==> src/rtl/lfsr_1.sv <==
// lfsr_1: seeded 16-bit Fibonacci LFSR; loads seed on the first edge after reset, then shifts every cycle.
// A zero seed is replaced by ZERO_SUB so the register can never lock up in the all-zero state.
module lfsr_1 #(
    parameter int                 WIDTH    = 16,
    parameter logic [WIDTH-1:0]   TAPS     = 16'hB400,
    parameter logic [WIDTH-1:0]   ZERO_SUB = 16'h0001
) (
    input  logic             clk,
    input  logic             resetn,
    input  logic [WIDTH-1:0] seed,
    output logic [WIDTH-1:0] lfsr_out
);
    logic [WIDTH-1:0] q_q, q_d;
    logic             loaded_q;

    // Feedback bit is shifted into the LSB; the load edge takes seed instead of shifting.
    always_comb q_d = loaded_q ? {q_q[WIDTH-2:0], ^(q_q & TAPS)}
                               : ((seed == '0) ? ZERO_SUB : seed);

    always_ff @(posedge clk or negedge resetn) begin
        if (!resetn) begin
            q_q      <= '0;
            loaded_q <= 1'b0;
        end else begin
            q_q      <= q_d;
            loaded_q <= 1'b1;
        end
    end

    assign lfsr_out = q_q;
endmodule

==> config.mk <==
export PLATFORM = sky130hd
export DESIGN_NAME = lfsr_1
export DESIGN_NICKNAME = d
export VERILOG_FILES = /design/src/rtl/lfsr_1.sv
export SDC_FILE = /design/constraint.sdc
export NUM_CORES = 1
export LEC_CHECK = 0
export ABC_AREA = 1
export CORE_UTILIZATION = 46
export CTS_BUF_LIST = sky130_fd_sc_hd__clkbuf_4
export DETAILED_ROUTE_END_ITERATION = 10
export GPL_TIMING_DRIVEN = 0
export PLACE_DENSITY = 0.86
export SYNTH_ARGS = -nofsm -noshare
export SYNTH_HDL_FRONTEND = slang
export SYNTH_SLANG_ARGS = --single-unit
==> constraint.sdc <==
create_clock -name clk -period 3.3 [get_ports clk]
set_clock_uncertainty 0.05 [all_clocks]
set_input_delay 0.66 -clock clk [delete_from_list [all_inputs] [get_ports clk]]
set_output_delay 0.66 -clock clk [all_outputs]
set_load 0.1 [all_outputs]
# After elaboration in Yosys (flattened, before gate mapping)
# Cells that the tools add are included.
# totals
reg_bits,17
output_inout_bits,16
wordCells,6
# classes
muxes,2
n_reduce_logical,2
# ops
operator,count
$mux 16,2
$logic_not 16->1,1
$reduce_xor 16->1,1

# Logic depth before layout (Yosys ltp)
# depth
ltp_word,3
mapped_depth,7
depth_no_buf,7

# Worst setup path after synthesis
# No wires, ideal clock.
# synth_timing
kind,register to output
startpoint,reg q_q[10] (netlist: lfsr_out[10])
endpoint,out lfsr_out[10]
t_arrival_ns,0.940
t_required_ns,2.590
path_slack_ns,1.650
stages_incl_launch_ff,1
cell_sequence,dfrtp_1
# synth_rtl
element,line_no,source
from (decl),13,"logic [WIDTH-1:0] q_q, q_d;"
from (signal assigned),25,q_q <= q_d;
to (decl),11,output logic [WIDTH-1:0] lfsr_out
# No word-level cell between the ends.

# Worst setup path after layout
# layout_timing
startpoint,reg q_q[10] (netlist: lfsr_out[10])
endpoint,out lfsr_out[10]
# No word-level cell between the ends.

==> out/metrics.yaml <==
clock_network:
  insertion_delay_ns: 0.29
  clk_path_buf_depth: 2
  clock_sinks: 17
  cts_tree: "yes"
  cts_root_buf: "clkbuf_4"
  cts-resized-gates: 0
  post_cts_buffers: 0
  numCtsBuffers: 3
  clkSlewWorstSetupHoldPaths_ns: 0.09
  htreeDepth: 1
  hold_buffers: 0
setup_path:
  worstReg2RegEnd: "lfsr_out[11]"
  crit_path_max_incr_delay_ns: 1.16
  critPathTopFamily: "buffers and inverters"
  slowest_stage: "clkdlybuf4s50_1"
  crit_buf_inv: 1
  reg2regPathDepth: 3
  endpoint: "lfsr_out[10]"
  worstPathArrival_ns: 1.88
  r2r_slack_ns: 2.18
  reg2reg_from: "loaded_q"
  critical_path_required_ns: 2.59
  worstSetupStartpoint: "lfsr_out[10]"
  crit_type: "reg2out"
  endpoint_kind: "primary output"
  cp_num_cells: 1
  crit_path_cell_trace: "clkdlybuf4s50_1"
  cp-start-kind: "flip-flop"
  crit_fanout: 5
flow_run:
  maxCapViolCount: 0
synth:
  ys_types: 11
  syn_inst: 71
  synth.area.top_cells: "dfrtp_1 (54%), mux2_2 (12%), mux2_4 (12%)"
  ys_seq_area_share_pct: 54.3
  synth_top_area_cell: "dfrtp_1"
  synth.ff_latch_count: 17
  yosysTopAreaCellShare_pct: 54.3
  yosysWarnings: 0
  synth.avg_cell_area_sq_um: 11.0
  synth_fp_nets: 89
  netlist_area_sq_um: 783
detailed_routing:
  via_per_inst: 4.79
  drt_iter0_markers: 5
  num_vias: 594
  wl_per_cell_um: 13.6
  first_pass_iters: 2
  ant_nets: 0
  wl_um: 1680
  drc: 0
die:
  die_y_um: 43.3
  core_sq_um: 1540
  start_util_pct: 50.8
  pin_count: 34
  die_w_um: 43.3
  num_rows: 14
  dieArea_sq_um: 1870
sta:
  setup_viol: 0
  tns_ns: 0
  grt_setup_unrepaired: "false"
  final.period_utilization_pct: 78.5
  max_freq_mhz: 386
  tightestPinTransition_ns: 0.974
  slew_headroom_pct: 34.8
  min_period_ns: 2.59
  drv_slew: 0
  hold_viol: 0
  hold_slack_ns: 0.467
placed_design:
  io_buffers: 33
  hpwl_um: 1280
  place_congestion: 0.779
grt:
  grt_pass1_vias: 631
  track_usage_pct: 21.6
  grt_max_degree: 18
  antenna_found_initial: 0
  gr-total-overflow: 0
  grt_pass1_wl_um: 2840
cells_and_area:
  finalNetCount: 127
  drive_above_1_share_pct: 18.5
  area_growth_pct: 48.6
  diodes: 0
power_and_ir_drop:
  p_leak_nw: 0.535
  power_density_nw_per_um2: 549
  peakVddDrop_uv: 369
worst_hold_path:
  hp-class: "reg2reg"
run_status:
  status: "complete, no violations"
[registers in the layout, indices dropped and copies added, names as in the netlist]
signal / cells
loaded_q: 1
lfsr_out: 16
[cells by family (layout without fill, tap and decap cells)]
family                 count (synthesis)  in the layout  share of synthesized area [%]
DFF                                   17             17                           54.3
buffers and inverters                  7             44                           6.39
and+or+nand+nor                       31             31                           15.2
AOI/OAI and AO/OA                      1              1                          0.638
other                                  1              1                          0.479
muxes                                 14             14                           23.0
[synthesized netlist by cell type]
master / n
mux2_2: 8
a21oi_1: 1
nand2_1: 17
conb_1: 1
inv_1: 5
dfrtp_1: 17
mux2_4: 6
buf_6: 1
nor2_1: 12
buf_12: 1
nand3_1: 2
[cell usage in the layout, fill, tap and decap left out]
| cell type | n |
|---|---|
| a21oi_1 | 1 |
| buf_12 | 1 |
| buf_6 | 1 |
| clkbuf_4 | 4 |
| clkdlybuf4s50_1 | 33 |
| conb_1 | 1 |
| dfrtp_1 | 17 |
| inv_1 | 5 |
| mux2_2 | 8 |
| mux2_4 | 6 |
| nand2_1 | 17 |
| nand3_1 | 2 |
| nor2_1 | 12 |
[metal layers]
layer,up-vias,part of all wire (%),GRT usage (%)
li1,300,-,-
met4,0,2.1,10.9
met3,4,5.6,4.68
met2,27,50,35.8
met5,-,0,0
met1,263,43,26.0
[how the worst min path moves through the flow]
stage                     start           end  slack, ns  depth (start not counted)
global route        lfsr_out[8]   lfsr_out[9]       0.49                          1
detailed placement  lfsr_out[6]   lfsr_out[7]       0.44                          1
CTS                 lfsr_out[6]   lfsr_out[7]       0.47                          1
floorplan                resetn   lfsr_out[0]       0.31                          0
global placement    lfsr_out[6]   lfsr_out[7]       0.43                          1
finish              lfsr_out[9]  lfsr_out[10]       0.47                          1
[power by group]
| group | leakage (nW) | switching, mW | total, mW | internal (mW) |
|---|---|---|---|---|
| registers | 0.197 | 0.0138 | 0.243 | 0.229 |
| clock network | 0.0184 | 0.0654 | 0.121 | 0.0552 |
| logic | 0.319 | 0.194 | 0.275 | 0.0814 |
| total | 0.535 | 0.273 | 0.639 | 0.366 |
[layout make-up]
type                    count  area (sq um)
plain buffers               2          31.3
clock buffers               4          30.0
fillers                   106           378
inverters                   5          18.8
multi-input cells          47           308
flip-flops and latches     17           425
well taps                  16          20.0
repair buffers             33           330
[metrics by stage]
step	utilization [%]	total power, mW	worst slack [ns]	cells	cell area [sq um]
4_1_cts	75.5	0.640	0.703	124	1160
5_1_grt	75.5	0.664	0.663	124	1160
3_5_place_dp	73.5	0.523	1.03	120	1130
6_report	75.5	0.639	0.711	124	1160
3_3_place_gp	73.5	0.517	1.04	120	1130
2_1_floorplan	-	0.443	1.65	71	783
No activity file was read; power rests on OpenSTA's default activity.
